<file path="src/rtl/ble_cmd_auth.sv">
// ble_cmd_auth: BLE command-link front end. An 8N1 UART receiver turns the
// serial RX stream into bytes, and an authorisation FSM combines the 'G'/'S'
// commands with rider presence to produce the power-up enable.
//
// Ports:
//   clk        in   system clock (50 MHz)
//   rst_n      in   synchronous active-low reset
//   RX         in   asynchronous serial input, idles high
//   rider_off  in   high when load cells report no rider
//   rx_data    out  [7:0] last byte received with a good stop bit
//   rdy        out  one-cycle pulse, rx_data just updated
//   frm_err    out  one-cycle pulse, stop bit sampled low
//   pwr_up     out  power-up authorisation for balance/motor path
//
// UART FSM
//   state    | meaning
//   IDLE     | line idle, waiting for rx_s low
//   START    | half-bit wait, confirm start bit still low
//   DATA     | sampling 8 data bits, LSB first
//   STOP     | sampling stop bit, then strobe rdy or frm_err
//
// Auth FSM
//   state    | meaning
//   OFF      | power down, waiting for GO_CMD
//   PWR1     | running with rider on
//   PWR2     | stop requested, waiting for rider to step off

module ble_cmd_auth #(
  parameter int         BAUD_CNT = 2604,
  parameter logic [7:0] GO_CMD   = 8'h47,
  parameter logic [7:0] STOP_CMD = 8'h53
) (
  input  logic       clk,
  input  logic       rst_n,
  input  logic       RX,
  input  logic       rider_off,
  output logic [7:0] rx_data,
  output logic       rdy,
  output logic       frm_err,
  output logic       pwr_up
);

  localparam logic [1:0] ST_IDLE  = 2'd0;
  localparam logic [1:0] ST_START = 2'd1;
  localparam logic [1:0] ST_DATA  = 2'd2;
  localparam logic [1:0] ST_STOP  = 2'd3;

  localparam logic [1:0] AU_OFF   = 2'd0;
  localparam logic [1:0] AU_PWR1  = 2'd1;
  localparam logic [1:0] AU_PWR2  = 2'd2;

  // The IDLE cycle that detects the low line already counts as the first
  // half-bit clock, so the half-bit load is one short of BAUD_CNT/2. This
  // puts the start sample BAUD_CNT/2 clocks after detection and the stop
  // sample BAUD_CNT/2 + 9*BAUD_CNT clocks after it.
  localparam logic [11:0] HALF_LOAD = 12'(BAUD_CNT / 2 - 1);
  localparam logic [11:0] BIT_LOAD  = 12'(BAUD_CNT - 1);

  logic        r_rx_meta;
  logic        r_rx_s;
  logic [1:0]  r_uart_st;
  logic [11:0] r_baud_cnt;
  logic [3:0]  r_bit_cnt;
  logic [7:0]  r_shreg;
  logic [7:0]  r_rx_data;
  logic        r_rdy;
  logic        r_frm_err;
  logic [1:0]  r_auth_st;
  logic        r_pwr_up;

  logic        w_baud_tc;
  logic        w_go;
  logic        w_stop;
  logic [1:0]  w_auth_nxt;

  assign w_baud_tc = (r_baud_cnt == 12'd0);

  // Two-flop synchroniser; resets to the idle-high line level.
  always_ff @(posedge clk) begin
    if (!rst_n) begin
      r_rx_meta <= 1'b1;
      r_rx_s    <= 1'b1;
    end else begin
      r_rx_meta <= RX;
      r_rx_s    <= r_rx_meta;
    end
  end

  always_ff @(posedge clk) begin
    if (!rst_n) begin
      r_uart_st  <= ST_IDLE;
      r_baud_cnt <= 12'd0;
      r_bit_cnt  <= 4'd0;
      r_shreg    <= 8'h00;
      r_rx_data  <= 8'h00;
      r_rdy      <= 1'b0;
      r_frm_err  <= 1'b0;
    end else begin
      r_rdy     <= 1'b0;
      r_frm_err <= 1'b0;
      case (r_uart_st)
        ST_IDLE: begin
          if (!r_rx_s) begin
            r_baud_cnt <= HALF_LOAD;
            r_bit_cnt  <= 4'd0;
            r_uart_st  <= ST_START;
          end
        end
        ST_START: begin
          if (w_baud_tc) begin
            if (r_rx_s) begin
              r_uart_st <= ST_IDLE;
            end else begin
              r_baud_cnt <= BIT_LOAD;
              r_uart_st  <= ST_DATA;
            end
          end else begin
            r_baud_cnt <= r_baud_cnt - 12'd1;
          end
        end
        ST_DATA: begin
          if (w_baud_tc) begin
            r_shreg    <= {r_rx_s, r_shreg[7:1]};
            r_bit_cnt  <= r_bit_cnt + 4'd1;
            r_baud_cnt <= BIT_LOAD;
            if (r_bit_cnt == 4'd7) begin
              r_uart_st <= ST_STOP;
            end
          end else begin
            r_baud_cnt <= r_baud_cnt - 12'd1;
          end
        end
        ST_STOP: begin
          if (w_baud_tc) begin
            if (r_rx_s) begin
              r_rx_data <= r_shreg;
              r_rdy     <= 1'b1;
            end else begin
              r_frm_err <= 1'b1;
            end
            r_uart_st <= ST_IDLE;
          end else begin
            r_baud_cnt <= r_baud_cnt - 12'd1;
          end
        end
        default: r_uart_st <= ST_IDLE;
      endcase
    end
  end

  // Only good frames raise rdy, so a framing error can never reach here.
  assign w_go   = r_rdy && (r_rx_data == GO_CMD);
  assign w_stop = r_rdy && (r_rx_data == STOP_CMD);

  always_comb begin
    w_auth_nxt = r_auth_st;
    case (r_auth_st)
      AU_OFF: begin
        if (w_go) w_auth_nxt = AU_PWR1;
      end
      AU_PWR1: begin
        if (w_stop) w_auth_nxt = rider_off ? AU_OFF : AU_PWR2;
      end
      AU_PWR2: begin
        // Rider stepping off wins over a simultaneous 'G'.
        if (rider_off)  w_auth_nxt = AU_OFF;
        else if (w_go)  w_auth_nxt = AU_PWR1;
      end
      default: w_auth_nxt = AU_OFF;
    endcase
  end

  always_ff @(posedge clk) begin
    if (!rst_n) begin
      r_auth_st <= AU_OFF;
      r_pwr_up  <= 1'b0;
    end else begin
      r_auth_st <= w_auth_nxt;
      r_pwr_up  <= (w_auth_nxt != AU_OFF);
    end
  end

  assign rx_data = r_rx_data;
  assign rdy     = r_rdy;
  assign frm_err = r_frm_err;
  assign pwr_up  = r_pwr_up;

endmodule

</file>
<file path="config.mk">
export PLATFORM = sky130hd
export DESIGN_NAME = ble_cmd_auth
export DESIGN_NICKNAME = d
export VERILOG_FILES = /design/src/rtl/ble_cmd_auth.sv
export SDC_FILE = /design/constraint.sdc
export NUM_CORES = 1
export LEC_CHECK = 0
export BUFFER_PORTS_ARGS = -buffer_cell sky130_fd_sc_hd__buf_2
export CAP_MARGIN = 20
export CORE_MARGIN = 2
export CORE_UTILIZATION = 45
export DETAILED_ROUTE_END_ITERATION = 10
export GPL_TIMING_DRIVEN = 0
export SLEW_MARGIN = 5
export SYNTH_ARGS = -nofsm -noshare
export SYNTH_HDL_FRONTEND = slang
export SYNTH_SLANG_ARGS = --single-unit
</file>
<file path="constraint.sdc">
create_clock -name clk -period 2.9 [get_ports clk]
set_input_delay 0.145 -clock clk [delete_from_list [all_inputs] [get_ports clk]]
set_output_delay 0.145 -clock clk [all_outputs]
set_load 0.005 [all_outputs]
</file>
==> impl_metrics.py <==
metrics = {
    "power_and_ir_drop": {
        "power_density_mw_per_mm2": 826,
        "p_leak_nw": 0.878,
        "vdd_drop_max_v": 0.000509,
    },
    "sta": {
        "fin_worst_skew_ns": 0.00780,
        "fin_crit_sh": 0.843,
        "rsz0062_at_grt": "no",
        "max_slew_margin": 0.449,
        "fmax_mhz": 409,
        "setup_viol": 0,
        "min_period_ns": 2.44,
        "report.final.slew_viol_count": 0,
        "hold_viol_final": 0,
        "tns_ns": 0,
        "tightest_slew_ns": 0.825,
    },
    "cells_and_area": {
        "finalNetCount": 293,
        "seqCellArea_um2": 821,
        "final_common_cell": "dfxtp_1",
        "flow.area_growth_from_synthesis_pct": 11.9,
        "layout_common_cells": "dfxtp_1, a21oi_1, nand2_1",
        "n_antenna_cell": 0,
        "multi_input_area_mm2": 0.00122,
        "fillers": 463,
        "drive_above_1_share": 0.113,
        "fin_cells": 336,
    },
    "critical_path": {
        "crit_path_end_kind": "register",
        "start_kind": "register",
        "rrSetupSlack_ns": 0.46,
        "worstPathRequired_ns": 3.10,
        "crit_path_end": "r_baud_cnt[9]",
        "r2r_cells": 8,
        "r2r_end": "r_baud_cnt[9]",
        "crit_path_start": "r_baud_cnt[0]",
        "arrival_ns": 2.64,
        "r2r_start": "r_baud_cnt[0]",
        "crit_type": "register to register",
        "crit_fanout": 10,
    },
    "detailed_routing": {
        "drt_iter0_drc": 152,
        "drtAntennaViolNets": 0,
        "drc": 0,
        "num_vias": 2059,
        "wire_per_inst_um": 16.4,
        "routed_via_density": 6.13,
        "wirelength_mm": 5.53,
        "drtPass1Iterations": 5,
    },
    "clock_network": {
        "ctsHoldBuffers": 0,
        "cts-root-buf": "clkbuf_8",
        "clk_latency_ns": 0.31,
        "path_clk_slew_ns": 0.09,
        "cts_tree": "built",
        "cts_made_buffers": 5,
        "cts_buffer_depth": 2,
        "h-tree-depth": 2,
        "cts_setup_buffers": 0,
        "post_cts_resized": 0,
        "numClockSinks": 41,
    },
    "worst_hold_path": {
        "hold_class": "input pin to register",
        "hold_path_depth": 2,
    },
    "die": {
        "initial_core_util": 0.463,
        "core_mm2": 0.00466,
        "num_rows": 25,
        "die_h_um": 73.3,
        "die_w_um": 73.3,
        "design.die.area_mm2": 0.00537,
        "ios": 15,
    },
    "grt": {
        "grt.overflow.total": 0,
        "grt_max_degree": 14,
        "grt_pass1_vias": 1842,
        "antenna_found_initial": 0,
        "grt_usage": 0.223,
        "grt_pass1_wl_mm": 9.25,
    },
    "synthesis": {
        "ys_ff_latch": 41,
        "netlist_area_mm2": 0.00216,
        "ys_warn_count": 0,
        "synthCells": 260,
        "synth_edf_count": 0,
        "seq_area_frac_synth": 0.380,
        "synthFlopType": "dfxtp_1",
        "yosysUniqueCellTypes": 52,
        "syn-num-nets": 272,
        "syn_avg_cell_area_um2": 8.30,
        "synthArstFlopShare": 0,
    },
    "placed_design": {
        "dp_cells": 328,
        "io_buffers": 14,
        "gp_congestion": 0.867,
        "hpwl_mm": 3.87,
    },
    "job": {
        "cap_violations": 0,
    },
    "status": {
        "status": "completed",
    },
}
==> area by class of cell <==
class,instances,area share
flip-flops and latches,41,0.340
plain buffers,15,0.0285
well taps,54,0.0280
multi-input cells,190,0.503
repair buffers,14,0.0290
clock inverters,2,0.0155
inverters,14,0.0218
clock buffers,6,0.0342
==> critical path, stage by stage (launching register included) <==
cell	delay, ns
dfxtp_1	0.34
inv_1	0.14
ha_1	0.17
or4b_1	0.46
buf_6	0.16
o41ai_4	0.50
buf_4	0.26
a21oi_1	0.06
o221a_1	0.24
==> cell families after synthesis <==
| logic type | count (synthesis) | synth area share |
|---|---|---|
| buffers and inverters | 29 | 0.0562 |
| AND/OR/NAND/NOR | 93 | 0.238 |
| multiplexers | 1 | 0.00464 |
| AO/OA/AOI/OAI | 88 | 0.275 |
| flip-flops | 41 | 0.380 |
| adder cells (fa/ha/maj) | 8 | 0.0464 |
==> state kept, by name, summed over array words and instances, names as in the netlist, named ones only <==
name / flops
r_rx_meta: 1
r_baud_cnt: 12
pwr_up: 1
r_auth_st: 2
rx_data: 8
r_shreg: 8
frm_err: 1
rdy: 1
r_uart_st: 1
r_bit_cnt: 4
r_rx_s: 1
==> how the worst min path moves through the flow <==
stage                from   endpoint  slack, ns
global placement       RX  r_rx_meta       0.33
global route           RX  r_rx_meta       0.02
finish                 RX  r_rx_meta       0.02
CTS                    RX  r_rx_meta       0.01
detailed placement     RX  r_rx_meta       0.33
floorplan           rst_n  r_rx_meta       0.22
==> cell usage after synthesis (2+ instances only) <==
cell type | count | area, um2
a31oi_1 | 6 | 37.5
o221a_1 | 4 | 45.0
dfxtp_1 | 41 | 821
o32ai_1 | 2 | 17.5
nand2_1 | 27 | 101
and2_1 | 2 | 12.5
inv_1 | 14 | 52.6
a41oi_1 | 5 | 43.8
nor2_1 | 10 | 37.5
nor4_1 | 5 | 31.3
o21ai_0 | 12 | 60.1
a211o_1 | 2 | 17.5
nor2b_1 | 2 | 12.5
o31ai_1 | 3 | 22.5
a21oi_1 | 36 | 180
nand3_1 | 14 | 70.1
o22ai_1 | 3 | 18.8
clkbuf_1 | 11 | 41.3
ha_1 | 8 | 100
nor3_1 | 6 | 30.0
nand4_1 | 7 | 43.8
or3_1 | 7 | 43.8
o211ai_1 | 2 | 15.0
nand2b_1 | 3 | 18.8
==> per-layer routing <==
metal / track usage / wire [um]
met1: 0.334 / 2850
met2: 0.312 / 2330
met3: 0.0425 / 251
met4: 0.0864 / 97
met5: 0 / 0
==> where the power goes <==
group / total [W] / internal, W / switching, W
clock: 0.000501 / 0.000280 / 0.000221
sequential: 0.000667 / 0.000611 / 0.0000551
combinational: 0.000829 / 0.000282 / 0.000546
total: 0.00200 / 0.00117 / 0.000822
==> stage by stage <==
stage	total power, W	instance area [um2]	setup WS [ns]	hold WS [ns]	utilization
finish	0.00200	2420	0.456	0.0168	0.518
global route	0.00211	2420	0.253	0.0154	0.518
CTS	0.00199	2420	0.472	0.0131	0.518
detailed placement	0.00148	2300	0.507	0.328	0.493
global placement	0.00148	2300	0.499	0.326	0.493
floorplan	0.00130	2160	0.731	0.218	-
Note: power is estimated with default switching activity, not from simulation.
